$ cat config.mk
export PLATFORM = sky130hd
export DESIGN_NAME = ps2_scancode_decoder_flat
export DESIGN_NICKNAME = d
export VERILOG_FILES = /design/src/rtl/ps2_scancode_decoder_pkg.sv /design/src/rtl/ps2_scancode_decoder_if.sv /design/src/rtl/ps2_event_fifo.sv /design/src/rtl/ps2_scancode_decoder.sv /design/src/flat_wrapper.sv
export SDC_FILE = /design/constraint.sdc
export NUM_CORES = 1
export LEC_CHECK = 0
export CAP_MARGIN = 20
export CORE_UTILIZATION = 45
export DETAILED_ROUTE_END_ITERATION = 6
export GPL_ROUTABILITY_DRIVEN = 0
export SLEW_MARGIN = 20
export SYNTH_ARGS = -nofsm -noshare
export SYNTH_HDL_FRONTEND = slang
export SYNTH_SLANG_ARGS = --single-unit
$ cat constraint.sdc
create_clock -name clk -period 2.8 [get_ports clk]
set_input_delay 0.28 -clock clk [delete_from_list [all_inputs] [get_ports clk]]
set_output_delay 0.28 -clock clk [all_outputs]
set_load 0.03 [all_outputs]
$ cat src/rtl/ps2_scancode_decoder_pkg.sv
// Shared PS/2 Set-2 byte constants, event layout and decoder state encoding.
package ps2_scancode_decoder_pkg;

  localparam logic [7:0] PS2_E0         = 8'hE0;
  localparam logic [7:0] PS2_E1         = 8'hE1;
  localparam logic [7:0] PS2_F0         = 8'hF0;
  localparam logic [7:0] PS2_BAT_OK     = 8'hAA;
  localparam logic [7:0] PS2_BAT_FAIL   = 8'hFC;
  localparam logic [7:0] PS2_ACK        = 8'hFA;
  localparam logic [7:0] PS2_RESEND     = 8'hFE;
  localparam logic [7:0] PS2_ECHO       = 8'hEE;
  localparam logic [7:0] PS2_OVR0       = 8'h00;
  localparam logic [7:0] PS2_OVRF       = 8'hFF;
  localparam logic [7:0] PS2_PAUSE_CODE = 8'h77;
  localparam logic [2:0] PS2_PAUSE_SKIP = 3'd7;
  localparam logic [7:0] PS2_LSHIFT     = 8'h12;
  localparam logic [7:0] PS2_RSHIFT     = 8'h59;

  typedef struct packed {
    logic       ext;
    logic       brk;
    logic [7:0] code;
  } ev_t;

  typedef enum logic [1:0] {
    IDLE,
    REQ,
    FETCH
  } state_t;

  // Keyboards wrap extended keys in shift make/break codes that carry no key meaning.
  function automatic logic is_fake_shift(input logic [7:0] b);
    return (b == PS2_LSHIFT) || (b == PS2_RSHIFT);
  endfunction

endpackage

$ cat src/rtl/ps2_scancode_decoder_if.sv
// Key-event valid/ready channel from the decoder to the keyboard matrix mapper.
interface ps2_scancode_decoder_if;
  logic       ev_valid;
  logic       ev_ready;
  logic [7:0] ev_code;
  logic       ev_ext;
  logic       ev_break;

  modport master (output ev_valid, ev_code, ev_ext, ev_break, input ev_ready);
  modport slave  (input ev_valid, ev_code, ev_ext, ev_break, output ev_ready);
endinterface

$ cat src/rtl/ps2_event_fifo.sv
// Synchronous event FIFO with a registered head; full pushes are dropped unless a pop frees space.
module ps2_event_fifo
  import ps2_scancode_decoder_pkg::*;
#(
  parameter int unsigned FIFO_DEPTH = 4
) (
  input  logic clk,
  input  logic reset,
  input  logic push,
  input  ev_t  din,
  input  logic ready,
  output logic valid,
  output ev_t  head,
  output logic dropped
);

  localparam int unsigned AW = $clog2(FIFO_DEPTH);

  ev_t           mem [FIFO_DEPTH];
  logic [AW-1:0] wr_ptr, rd_ptr, rd_ptr_nxt;
  logic [AW:0]   count, count_nxt;
  logic          pop, push_ok, full, empty;

  always_comb begin
    pop        = valid & ready;
    full       = (count == (AW+1)'(FIFO_DEPTH));
    empty      = (count == '0);
    push_ok    = push & (~full | pop);
    rd_ptr_nxt = pop ? rd_ptr + 1'b1 : rd_ptr;
    count_nxt  = count;
    if (push_ok && !pop)
      count_nxt = count + 1'b1;
    else if (!push_ok && pop)
      count_nxt = count - 1'b1;
  end

  always_ff @(posedge clk) begin
    if (push_ok)
      mem[wr_ptr] <= din;
  end

  // The head register bypasses din when the entry being written becomes the new head.
  always_ff @(posedge clk) begin
    if (reset) begin
      wr_ptr  <= '0;
      rd_ptr  <= '0;
      count   <= '0;
      valid   <= 1'b0;
      head    <= '0;
      dropped <= 1'b0;
    end else begin
      if (push_ok)
        wr_ptr <= wr_ptr + 1'b1;
      rd_ptr  <= rd_ptr_nxt;
      count   <= count_nxt;
      valid   <= (count_nxt != '0);
      head    <= (push_ok && (wr_ptr == rd_ptr_nxt)) ? din : mem[rd_ptr_nxt];
      dropped <= push & ~push_ok & ~empty;
    end
  end

endmodule

$ cat src/rtl/ps2_scancode_decoder.sv
// Pulls bytes from the PS/2 receiver, folds E0/F0/E1 prefixes into key events and queues them.
module ps2_scancode_decoder
  import ps2_scancode_decoder_pkg::*;
#(
  parameter int unsigned FIFO_DEPTH        = 4,
  parameter bit          FILTER_FAKE_SHIFT = 1'b1
) (
  input  logic                          clk,
  input  logic                          reset,
  input  logic [7:0]                    rx_q,
  input  logic                          rx_dsr,
  output logic                          rx_rden,
  input  logic                          rx_overflow,
  ps2_scancode_decoder_if.master        ev,
  output logic                          ev_dropped,
  output logic                          kbd_bat,
  output logic                          kbd_err
);

  state_t     state;
  logic       ext_pend, brk_pend;
  logic [2:0] skip;

  logic       ext_e, brk_e, ext_n, brk_n, push, err_n, bat_n;
  logic [2:0] skip_e, skip_n;
  ev_t        ev_in, head;
  logic       fifo_valid;

  // A receiver watchdog pulse wipes prefix state before the fetched byte is decoded.
  always_comb begin
    ext_e  = rx_overflow ? 1'b0 : ext_pend;
    brk_e  = rx_overflow ? 1'b0 : brk_pend;
    skip_e = rx_overflow ? 3'd0 : skip;
    ext_n  = ext_e;
    brk_n  = brk_e;
    skip_n = skip_e;
    push   = 1'b0;
    ev_in  = '0;
    err_n  = 1'b0;
    bat_n  = 1'b0;
    if (state == FETCH) begin
      if (skip_e != 3'd0) begin
        skip_n = skip_e - 3'd1;
      end else if (rx_q == PS2_E1) begin
        skip_n     = PS2_PAUSE_SKIP;
        push       = 1'b1;
        ev_in.ext  = 1'b1;
        ev_in.brk  = 1'b0;
        ev_in.code = PS2_PAUSE_CODE;
        ext_n      = 1'b0;
        brk_n      = 1'b0;
      end else if (rx_q == PS2_E0) begin
        ext_n = 1'b1;
      end else if (rx_q == PS2_F0) begin
        brk_n = 1'b1;
      end else if (rx_q inside {PS2_OVR0, PS2_OVRF, PS2_BAT_FAIL}) begin
        err_n = 1'b1;
        ext_n = 1'b0;
        brk_n = 1'b0;
      end else if ((rx_q == PS2_BAT_OK) && !ext_e && !brk_e) begin
        bat_n = 1'b1;
      end else if (rx_q inside {PS2_ACK, PS2_RESEND, PS2_ECHO}) begin
        ext_n = ext_e;
      end else begin
        push       = !(FILTER_FAKE_SHIFT && ext_e && is_fake_shift(rx_q));
        ev_in.ext  = ext_e;
        ev_in.brk  = brk_e;
        ev_in.code = rx_q;
        ext_n      = 1'b0;
        brk_n      = 1'b0;
      end
    end
  end

  always_ff @(posedge clk) begin
    if (reset) begin
      state    <= IDLE;
      rx_rden  <= 1'b0;
      ext_pend <= 1'b0;
      brk_pend <= 1'b0;
      skip     <= 3'd0;
      kbd_err  <= 1'b0;
      kbd_bat  <= 1'b0;
    end else begin
      ext_pend <= ext_n;
      brk_pend <= brk_n;
      skip     <= skip_n;
      kbd_err  <= err_n;
      kbd_bat  <= bat_n;
      rx_rden  <= 1'b0;
      case (state)
        IDLE: if (rx_dsr) begin
          state   <= REQ;
          rx_rden <= 1'b1;
        end
        REQ:     state <= FETCH;
        FETCH:   state <= IDLE;
        default: state <= IDLE;
      endcase
    end
  end

  ps2_event_fifo #(.FIFO_DEPTH(FIFO_DEPTH)) u_fifo (
    .clk     (clk),
    .reset   (reset),
    .push    (push),
    .din     (ev_in),
    .ready   (ev.ev_ready),
    .valid   (fifo_valid),
    .head    (head),
    .dropped (ev_dropped)
  );

  assign ev.ev_valid = fifo_valid;
  assign ev.ev_code  = head.code;
  assign ev.ev_ext   = head.ext;
  assign ev.ev_break = head.brk;

endmodule

$ cat src/flat_wrapper.sv
// flat-port wrapper written by rule: the top's interface ports become plain ports
module ps2_scancode_decoder_flat import ps2_scancode_decoder_pkg::*;
#(
  parameter int unsigned FIFO_DEPTH        = 4,
  parameter bit          FILTER_FAKE_SHIFT = 1'b1
)
  (clk, reset, rx_q, rx_dsr, rx_rden, rx_overflow, ev_dropped, kbd_bat, kbd_err, ev_ev_valid, ev_ev_code, ev_ev_ext, ev_ev_break, ev_ev_ready);
  ps2_scancode_decoder_if ev_i ();
  input  logic clk;
  input  logic reset;
  input  logic [7:0] rx_q;
  input  logic rx_dsr;
  output logic rx_rden;
  input  logic rx_overflow;
  output logic ev_dropped;
  output logic kbd_bat;
  output logic kbd_err;
  output wire logic [$bits(ev_i.ev_valid)-1:0] ev_ev_valid;
  output wire logic [$bits(ev_i.ev_code)-1:0] ev_ev_code;
  output wire logic [$bits(ev_i.ev_ext)-1:0] ev_ev_ext;
  output wire logic [$bits(ev_i.ev_break)-1:0] ev_ev_break;
  input wire logic [$bits(ev_i.ev_ready)-1:0] ev_ev_ready;
  assign ev_ev_valid = ev_i.ev_valid;
  assign ev_ev_code = ev_i.ev_code;
  assign ev_ev_ext = ev_i.ev_ext;
  assign ev_ev_break = ev_i.ev_break;
  assign ev_i.ev_ready = ev_ev_ready;
  ps2_scancode_decoder #(.FIFO_DEPTH(FIFO_DEPTH), .FILTER_FAKE_SHIFT(FILTER_FAKE_SHIFT)) u_core (.clk(clk), .reset(reset), .rx_q(rx_q), .rx_dsr(rx_dsr), .rx_rden(rx_rden), .rx_overflow(rx_overflow), .ev(ev_i), .ev_dropped(ev_dropped), .kbd_bat(kbd_bat), .kbd_err(kbd_err));
endmodule
Yosys cells after proc, flatten, opt, wreduce, memory -nomap -nowiden. Memory sizes are Yosys's and may differ from the RTL's. A register that Yosys moved wholly into a read port is not among the register bits. Index checks and enable logic that the tools add are counted.

$mul: 0. Divide/modulo/power cells: 0. Order comparisons: 0. Reductions and logical operators: 21. Shifts and indexed selects: 0. Muxes and demuxes: 48. $add $sub $neg: 5. Bitwise operators: 10. Eq/ne operators: 15.

Operators with widths (number): 10-bit two-way mux (8); 8-bit == test (second input constant) (9); 1-bit two-way mux (31); 3-bit two-way mux (6); 3-bit nonzero test (4); 8-bit by 5-bit == test with 1-bit output (second input constant) (1); 8-bit by 7-bit == test with 1-bit output (second input constant) (1); 8-bit zero test (1); 7-bit OR reduction (1); 6-bit OR reduction (1); 3-bit by 1-bit subtractor with 3-bit output (second input constant) (2); 1-bit logical AND (5); 1-bit zero test (5); 1-bit inverter (5); 2-bit by 1-bit adder with 2-bit output (second input constant) (2); 1-bit bitwise AND (4); 2-bit two-way mux (2); 2-bit case mux with 2 select lines (1); 3-bit by 1-bit adder with 3-bit output (second input constant) (1); 3-bit == test (second input constant) (1); 3-bit zero test (1); 2-bit by 1-bit == test with 1-bit output (second input constant) (1); 2-bit == test (second input constant) (1); 2-bit zero test (1); 4 further kinds (4).

Bits in writable memories: 40. Memory bits (read-only): 0. Bits of input ports: 13. Bits in latches: 0. Logic and storage cells: 112. Memories: 1. Register bits after elaboration: 19.

Memories: u_core.u_fifo.mem (words 4, width 10, rd ports 1, clocked after Yosys merged registers in 1, wr ports 1, line ps2_event_fifo.sv:19) `ev_t mem [FIFO_DEPTH];`.

Longest topological paths before layout. Gate-level depths: netlist of run 1.

Depth in word-level cells: 18. Mapped depth: 11.

By module. Synthesis of run 1 repeated with hierarchy kept, for this count alone.

Cells, all modules: 307. Area, all modules: 3513.4 µm².

By module, submodules not included: ps2_event_fifo (cells an instance 222, area an instance 2767.7 µm², seq. area each 1581.5 µm², instances 1); ps2_scancode_decoder (cells an instance 85, area an instance 745.7 µm², seq. area each 200.2 µm², instances 1).

Worst setup path after synthesis of run 1. No wires, ideal clock.

Path type: input to register. From: input rx_overflow. To: register u_core.u_fifo.head[8] (netlist name). Slack: 0.176 ns. Path buffers: 1. Stages: 11. Arrival: 2.496 ns. Required time: 2.672 ns. Cells stage by stage: nand2b_1 > ha_1 > ha_1 > nand3b_2 > a41oi_2 > or4b_4 > nor3_4 > and3_4 > buf_12 > mux2i_1 > nor2_1.

RTL lines: start, declared (line flat_wrapper.sv:14) `input logic rx_overflow;`.

==> flow_summary.yaml, run 1 <==
route:
  vias: 2053
  wl_per_cell_um: 16.56
  ant_nets: 0
  drc: 0
  drt_iter0_drc: 69
  vias_per_cell: 5.403
  drt_wl_total_um: 6292
  firstDrtPassIters: 6
die:
  die_x_um: 84.59
  die_area_mm2: 0.007155
  initial_core_util_pct: 47.52
  rows: 29
  die_h_um: 84.59
  core_area_mm2: 0.006459
  io_pins: 28
worst_setup_path:
  path_common_cell: "ha_1"
  worstPathArrival_ns: 2.79
  path_max_fanout: 7
  r2r-start: "u_core.skip[0]$_SDFF_PP0_"
  r2r_cells: 10
  cp_cell_sequence: "nand2b_4 -> ha_1 -> ha_1 -> nand3b_2 -> a41oi_2 -> or4b_4 -> nor3_4 -> and3_2 -> mux2i_1 -> nor2_1"
  end_kind: "flop"
  slowest_stage: "or4b_4"
  max_stage_delay_ns: 0.54
  cp.buffers_inverters: 0
  critPathLaunch: "u_core.skip[0]$_SDFF_PP0_"
  r2r-end: "u_core.u_fifo.head[4]$_SDFF_PP0_"
  cpLargestDelayFamily: "simple AND/OR/NAND/NOR gates"
  worst_ep_required_time_ns: 3.03
  crit_cells: 10
  critPathLaunchType: "flop"
  crit_type: "reg -> reg"
  r2r_slack_ns: 0.24
synth:
  avgSynthCellArea_um2: 13.34
  async_reset_ff_share_pct: 0
  synth_nets: 252
  synthCells: 230
  ys_types: 52
  ys.flop_type: "edfxtp_1"
  netlist_area_mm2: 0.003069
  synth-edff-count: 40
  seq_area_frac_synth_pct: 58.05
  ys_warn_count: 0
  ys_ff_latch: 69
clocking:
  cts_tree: "built"
  postCtsSetupRepairBufs: 0
  numCtsBuffers: 9
  clockBufferDepth: 2
  clkTransAtPathRegs_ns: 0.07
  insertion_delay_ns: 0.34
  cts_root_buf: "clkbuf_8"
  numClockSinks: 69
  htree_levels: 3
job:
  cap_viol_max_count: 0
layout:
  antenna_cells: 0
  fin_area_mm2: 0.003986
  drive_gt1_share_pct: 26.07
  areaGrowthSynthToFinish_pct: 29.88
  nets: 320
  final_util_pct: 61.72
sta:
  tightest_slew_ns: 0.6419
  setup_slack_ns: 0.2371
  finalClockSkew_ns: 0.007546
  max_clock_freq_mhz: 390.2
  slew_violations: 0
  tns_ns: 0
  min_period_ns: 2.563
  finalCritPeriodShare_pct: 91.53
  hold_viol: 0
  max_slew_margin_pct: 57.21
  final-setup-viol-count: 0
  rsz0062_at_grt: "false"
global_route:
  grt_pass1_wl_um: 9963
  overflow: 0
  grt_max_degree: 16
  grt_pass1_vias: 2039
  antenna_found_initial: 0
  grt_util_all_layers_pct: 18.87
placement:
  placed_cell_area_mm2: 0.003711
  dpl_worst_slack_ns: -0.3607
  numPortBuffers: 27
  dp_hpwl_um: 4318
power:
  finalPower_w: 0.002752
  power.leakage_nw: 1.562
  ir_drop_mv: 0.3472
  p_per_area_mw_per_mm2: 690.4
hold_path:
  holdPathStages: 3
  hold_path_class: "in -> reg"
  min_to: "u_core.skip[1]$_SDFF_PP0_"
  worstHoldStart: "rx_overflow"
status:
  run_status: "finished clean"
## per-layer routing
layer	global-route usage, %	vias up	share of wire (%)
met5	0	-	0
li1	-	1013	-
met3	3.540	9	2.9
met2	32.52	30	51
met1	22.78	1001	45
met4	9.245	0	1.4
## worst register-to-register path: cells and delay by family (launching register included)
kind / cells / cell delay, ns
and+or+nand+nor: 6 / 1.40
DFF: 1 / 0.33
adders and majority gates: 2 / 0.33
muxes: 1 / 0.21
AOI/OAI and AO/OA: 1 / 0.17
## how the worst max path moves through the flow
stage	end	slack [ns]
6_report	u_core.u_fifo.head[4]$_SDFF_PP0_	0.24
5_1_grt	u_core.u_fifo.head[0]$_SDFF_PP0_	0.10
4_1_cts	u_core.u_fifo.head[4]$_SDFF_PP0_	0.0007
3_5_place_dp	u_core.u_fifo.head[1]$_SDFF_PP0_	-0.36
3_3_place_gp	u_core.u_fifo.head[8]$_SDFF_PP0_	-0.24
2_1_floorplan	u_core.u_fifo.head[8]$_SDFF_PP0_	0.18
## flip-flops by register name, summed over array words and instances, names as in the netlist, 2 cells and up
signal                cells
u_core.state              2
u_core.u_fifo.count       3
u_core.u_fifo.rd_ptr      2
u_core.skip               3
u_core.u_fifo.mem        40
u_core.u_fifo.head       10
u_core.u_fifo.wr_ptr      2
## where the power goes
group	switching (W)	internal, W	total (W)	leakage, nW
combinational	0.000317	0.000311	0.000629	0.793
sequential	0.0000331	0.00113	0.00116	0.645
clock	0.000377	0.000588	0.000965	0.123
## through the flow
| stage | std cells | hold slack, ns |
|---|---|---|
| 6_report | 380 | 0.3505 |
| 3_3_place_gp | 363 | 0.4819 |
| 2_1_floorplan | 230 | 0.4319 |
| 3_5_place_dp | 363 | 0.4804 |
| 4_1_cts | 379 | 0.4908 |
| 5_1_grt | 380 | 0.3604 |
## cell type report
type / count / area, um2
multi-input combinational: 148 / 1260
clock inverter: 7 / 113.9
fill: 509 / 2472
inverter: 6 / 22.52
sequential: 69 / 1782
tap: 77 / 96.34
clock buffer: 9 / 123.9
timing repair buffer: 64 / 588.1
## cell usage in the layout, fill, tap and decap left out, types with 4 or more instances in the layout
cell type        instances
edfxtp_1                40
buf_4                   34
dfxtp_1                 29
clkdlybuf4s50_1         26
nor2_1                  23
mux2i_1                 13
mux4_2                  10
ha_1                     9
clkbuf_8                 9
nand2_1                  8
nor4b_1                  7
inv_1                    6
nor4_1                   6
nand3_1                  5
and2_1                   5
a21o_1                   5
nor3_1                   4
## kinds of logic (layout without fill, tap and decap cells)
logic type / Yosys count / after routing / synth area share [%]
AOI/OAI and AO/OA: 20 / 20 / 5.015
xor gates and xnor gates: 6 / 6 / 1.712
adders and majority gates: 9 / 9 / 3.669
buffers and inverters: 14 / 86 / 2.283
DFF: 69 / 69 / 58.05
muxes: 23 / 23 / 11.58
and+or+nand+nor: 89 / 90 / 17.69
## timing repair
item                                    4_1_cts  5_1_grt
hold buffers                                  0        0
endpoints found under the setup margin        0       39
gates resized for setup                       0        4
## synth_stat cells, types with 5 or more instances
master,instances,area [um2]
a21o_1,5,37.54
nand3_1,5,25.02
clkbuf_1,5,18.77
edfxtp_1,40,1201
inv_1,6,22.52
mux4_2,10,225.2
and2_1,5,31.28
nor4b_1,7,61.31
ha_1,9,112.6
mux2i_1,13,130.1
nand2_1,8,30.03
nor4_1,6,37.54
nor2_1,23,86.33
dfxtp_1,29,580.6
Power figures use the tool's default switching activity.
==> run 2: changes to the inputs <==
--- a/config.mk
+++ b/config.mk
@@ -6,7 +6,9 @@
 export NUM_CORES = 1
 export LEC_CHECK = 0
 export CAP_MARGIN = 20
-export CORE_UTILIZATION = 45
+export CORE_MARGIN = 2
+export CORE_UTILIZATION = 43
+export CTS_CLUSTER_DIAMETER = 50
 export DETAILED_ROUTE_END_ITERATION = 6
 export GPL_ROUTABILITY_DRIVEN = 0
 export SLEW_MARGIN = 20
==> flow_summary.yaml, run 2 (synthesis gave the netlist of run 1 again) <==
sta:
  min_period_ns: 2.484
  final-setup-viol-count: 0
  max_clock_freq_mhz: 402.5
  max_slew_margin_pct: 58.72
  finalCritPeriodShare_pct: 88.73
  fin_hold_ws_ns: 0.3322
  slew_violations: 0
  tightest_slew_ns: 0.6191
  rsz0062_at_grt: "false"
  finalClockSkew_ns: 0.01119
  hold_viol: 0
worst_setup_path:
  cpLargestDelayFamily: "simple AND/OR/NAND/NOR gates"
  end_kind: "flop"
  cp.buffers_inverters: 0
  max_stage_delay_ns: 0.54
  worstPathArrival_ns: 2.71
  critPathLaunchType: "flop"
  worst_ep_required_time_ns: 3.03
  path_max_fanout: 7
  slowest_stage: "or4b_4"
  crit_type: "reg -> reg"
  cp_cell_sequence: "nand2b_1 -> ha_1 -> ha_2 -> nand3b_2 -> a41oi_2 -> or4b_4 -> nor3_4 -> and3_4 -> mux2i_1 -> nor2_1"
layout:
  largest-register: "u_core.u_fifo.mem"
  finalNonFillerCells: 394
  antenna_cells: 0
  areaGrowthSynthToFinish_pct: 27.31
  drive_gt1_share_pct: 24.83
  top_regs: "u_core.u_fifo.mem (40), u_core.u_fifo.head (10)"
  fillCellCount: 588
  final_common_cell: "edfxtp_1"
  largest_reg_flops: 40
  nets: 315
  final_util_pct: 56.89
  mostFrequentLayoutCells: "edfxtp_1, buf_4, dfxtp_1"
global_route:
  antenna_found_initial: 0
  grt_pass1_vias: 1947
  grt_pass1_wl_um: 9535
  overflow: 0
  grt_max_degree: 23
  grt_util_all_layers_pct: 16.74
clocking:
  htree_levels: 3
  insertion_delay_ns: 0.35
  cts_hold_buf: 0
  cts_root_buf: "clkbuf_8"
  numCtsBuffers: 9
  clockBufferDepth: 2
  clkTransAtPathRegs_ns: 0.08
  numClockSinks: 69
  cts_tree: "built"
power:
  p_per_area_mw_per_mm2: 660.8
  finalPower_w: 0.002582
  power.leakage_nw: 1.495
  ir_drop_mv: 0.3273
die:
  core_area_mm2: 0.006869
  die_area_mm2: 0.007830
  initial_core_util_pct: 44.68
  rows: 30
  io_pins: 28
  die_x_um: 88.49
  die_h_um: 88.49
placement:
  numPortBuffers: 27
  place_inst: 377
  dp_hpwl_um: 4310
route:
  vias_per_cell: 5.165
  firstDrtPassIters: 5
  vias: 2035
  drc: 0
  wl_per_cell_um: 15.53
  ant_nets: 0
  drt_wl_total_um: 6117
  drt_iter0_drc: 89
job:
  cap_viol_max_count: 0
status:
  run_status: "finished clean"
hold_path:
  hold_path_class: "in -> reg"
==> run 2: changes by cell type in the layout (fill, tap and decap cells not counted), sizes merged <==
cell / delta
clkinv: -2
inv: +1
bufinv: -2
clkinvlp: +3
buf: -5
==> run 2: metrics by stage <==
| stage | setup TNS, ns | setup slack (ns) | area (um2) |
|---|---|---|---|
| after floorplan | 0 | 0.1762 | 3069 |
| after global placement | -8.267 | -0.2364 | 3672 |
| after detailed placement | -12.02 | -0.3183 | 3672 |
| after CTS | 0 | 0.05400 | 3871 |
| after global routing | 0 | 0.1680 | 3908 |
| final | 0 | 0.3157 | 3908 |
==> run 2: area by class of cell <==
cell class / count / area (um2) / area share (%)
flip-flops and latches: 69 / 1782 / 45.60
multi-input cells: 148 / 1259 / 32.21
repair buffers: 59 / 525.5 / 13.45
clock buffers: 9 / 123.9 / 3.170
well taps: 96 / 120.1 / 3.074
clock inverters: 7 / 75.07 / 1.921
inverters: 6 / 22.52 / 0.5764
==> run 2: what timing repair did <==
item,in CTS,in global routing
buffers inserted,0,0
setup endpoints to repair,0,24
gates resized for setup,0,5
==> run 2: final timing paths <==
| check | start | end | slack, ns | cells past startpoint |
|---|---|---|---|---|
| max | u_core.skip[0]$_SDFF_PP0_ | u_core.u_fifo.head[0]$_SDFF_PP0_ | 0.32 | 10 |
| min | rx_overflow | u_core.skip[1]$_SDFF_PP0_ | 0.33 | 3 |
| max reg2reg | u_core.skip[0]$_SDFF_PP0_ | u_core.u_fifo.head[0]$_SDFF_PP0_ | 0.32 | 10 |
| min reg2reg | u_core.brk_pend$_SDFF_PP0_ | u_core.brk_pend$_SDFF_PP0_ | 0.50 | 2 |
==> run 2: worst min-delay path: stages <==
cell	delay, ns
dlymetal6s2s_1	0.13
nand2b_4	0.15
a221oi_1	0.06
==> run 2: routing by layer <==
layer	wire length [um]	vias up	global-route usage, %
met4	92	0	7.025
met3	181	6	3.918
met1	2689	988	20.35
met5	0	-	0
met2	3153	41	28.64
li1	-	1000	-
==> run 2: power by group <==
group | leakage (nW) | switching [W] | internal, W | total, W
clock network | 0.0918 | 0.000397 | 0.000414 | 0.000811
logic | 0.757 | 0.000309 | 0.000304 | 0.000612
registers | 0.645 | 0.0000333 | 0.00113 | 0.00116
total | 1.49 | 0.000739 | 0.00184 | 0.00258
==> run 3: changes to the inputs <==
--- a/config.mk
+++ b/config.mk
@@ -11,6 +11,7 @@
 export CTS_CLUSTER_DIAMETER = 50
 export DETAILED_ROUTE_END_ITERATION = 6
 export GPL_ROUTABILITY_DRIVEN = 0
+export REMOVE_ABC_BUFFERS = 1
 export SLEW_MARGIN = 20
 export SYNTH_ARGS = -nofsm -noshare
 export SYNTH_HDL_FRONTEND = slang
==> flow_summary.yaml, run 3 (synthesis gave the netlist of run 1 again) <==
layout:
  finalNonFillerCells: 401
  antenna_cells: 0
  areaGrowthSynthToFinish_pct: 29.03
  drive_gt1_share_pct: 25.90
  largest-register: "u_core.u_fifo.mem"
  largest_reg_flops: 40
  nets: 322
  final_common_cell: "edfxtp_1"
  final_util_pct: 57.65
  mostFrequentLayoutCells: "edfxtp_1, buf_4, dfxtp_1"
  top_regs: "u_core.u_fifo.mem (40), u_core.u_fifo.head (10)"
  fillCellCount: 573
worst_setup_path:
  r2r-end: "u_core.u_fifo.mem[3][4]$_DFFE_PP_"
  worstPathArrival_ns: 2.59
  crit_type: "reg -> reg"
  r2r_cells: 10
  crit_end: "u_core.u_fifo.mem[3][4]$_DFFE_PP_"
  end_kind: "flop"
  critPathLaunch: "u_core.skip[0]$_SDFF_PP0_"
  critPathLaunchType: "flop"
  r2r-start: "u_core.skip[0]$_SDFF_PP0_"
  worst_ep_required_time_ns: 2.84
  path_max_fanout: 10
  r2r_slack_ns: 0.25
clocking:
  clkTransAtPathRegs_ns: 0.08
  insertion_delay_ns: 0.33
  cts_tree: "built"
  numCtsBuffers: 9
  cts_hold_buf: 0
  cts_root_buf: "clkbuf_8"
  numClockSinks: 69
  htree_levels: 3
  clockBufferDepth: 2
global_route:
  grt_pass1_vias: 2065
  grt_util_all_layers_pct: 16.57
  antenna_found_initial: 0
  grt_max_degree: 20
  overflow: 0
  grt_pass1_wl_um: 9749
hold_path:
  holdPathStages: 3
  hold_path_class: "in -> reg"
die:
  initial_core_util_pct: 44.68
  die_h_um: 88.49
  rows: 30
  die_x_um: 88.49
  core_area_mm2: 0.006869
  die_area_mm2: 0.007830
  io_pins: 28
sta:
  max_clock_freq_mhz: 392.6
  finalCritPeriodShare_pct: 90.97
  finalClockSkew_ns: 0.01163
  final-setup-viol-count: 0
  fin_hold_ws_ns: 0.3537
  tightest_slew_ns: 0.6230
  max_slew_margin_pct: 58.26
  min_period_ns: 2.547
  tns_ns: 0
  slew_violations: 0
  hold_viol: 0
  rsz0062_at_grt: "false"
route:
  firstDrtPassIters: 6
  wl_per_cell_um: 15.07
  drt_iter0_drc: 52
  vias: 2028
  vias_per_cell: 5.057
  ant_nets: 0
  drc: 0
  drt_wl_total_um: 6042
placement:
  numPortBuffers: 27
  place_inst: 383
  dp_hpwl_um: 4352
status:
  run_status: "finished clean"
job:
  cap_viol_max_count: 0
power:
  p_per_area_mw_per_mm2: 668.3
  ir_drop_mv: 0.2589
  power.leakage_nw: 1.546
[run 3: timing repair]
item                                   CTS  global route
gates resized for setup                  0             2
setup endpoints to repair                0            39
buffers inserted                         0             0
endpoints found under the hold margin    0             0
[run 3: cell type report]
type,instances,area (um2),share of cell area (%)
clock buffer,9,123.9,3.128
inverter,6,22.52,0.5687
multi-input combinational,148,1240,31.31
tap,96,120.1,3.033
timing repair buffer,66,581.8,14.69
sequential,69,1782,44.99
clock inverter,7,90.09,2.275
[run 3: through the flow]
step / cell area (um2) / total power (W) / setup WS (ns)
after floorplan: 3022 / 0.001584 / 0.2045
after global placement: 3717 / 0.001789 / -0.2563
after detailed placement: 3717 / 0.001792 / -0.3539
after CTS: 3931 / 0.002652 / 0.01447
after global routing: 3960 / 0.002773 / 0.1101
final: 3960 / 0.002646 / 0.2530
[run 3: report_power, final]
part	total (W)	internal [W]	switching, W
registers	0.00116	0.00113	0.0000326
logic	0.000631	0.000317	0.000314
clock network	0.000857	0.000497	0.000361
total	0.00265	0.00194	0.000707
[run 3: per-layer routing]
layer  global-route usage (%)  vias to the layer above  share of wire, %
li1                         -                     1013                 -
met4                    6.749                        0               1.3
met5                        0                        -                 0
met1                    20.25                      970                46
met3                    3.078                       10               2.3
met2                    28.91                       35                50
[run 3: worst min-delay path by stage]
stage | startpoint | end | slack (ns)
finish | rx_overflow | u_core.skip[1]$_SDFF_PP0_ | 0.35
global placement | u_core.brk_pend$_SDFF_PP0_ | u_core.brk_pend$_SDFF_PP0_ | 0.49
detailed placement | u_core.brk_pend$_SDFF_PP0_ | u_core.brk_pend$_SDFF_PP0_ | 0.50
floorplan | reset | u_core.brk_pend$_SDFF_PP0_ | 0.35
global route | rx_overflow | u_core.skip[2]$_SDFF_PP0_ | 0.38
CTS | u_core.brk_pend$_SDFF_PP0_ | u_core.brk_pend$_SDFF_PP0_ | 0.51
[run 3: critical path, cell delays in order, from the launching register on]
cell	delay, ns
dfxtp_1	0.31
nand2b_1	0.08
ha_1	0.15
ha_1	0.18
nand3b_2	0.10
a41oi_2	0.18
or4b_4	0.54
nor3_4	0.25
buf_4	0.17
and2_2	0.16
buf_12	0.14
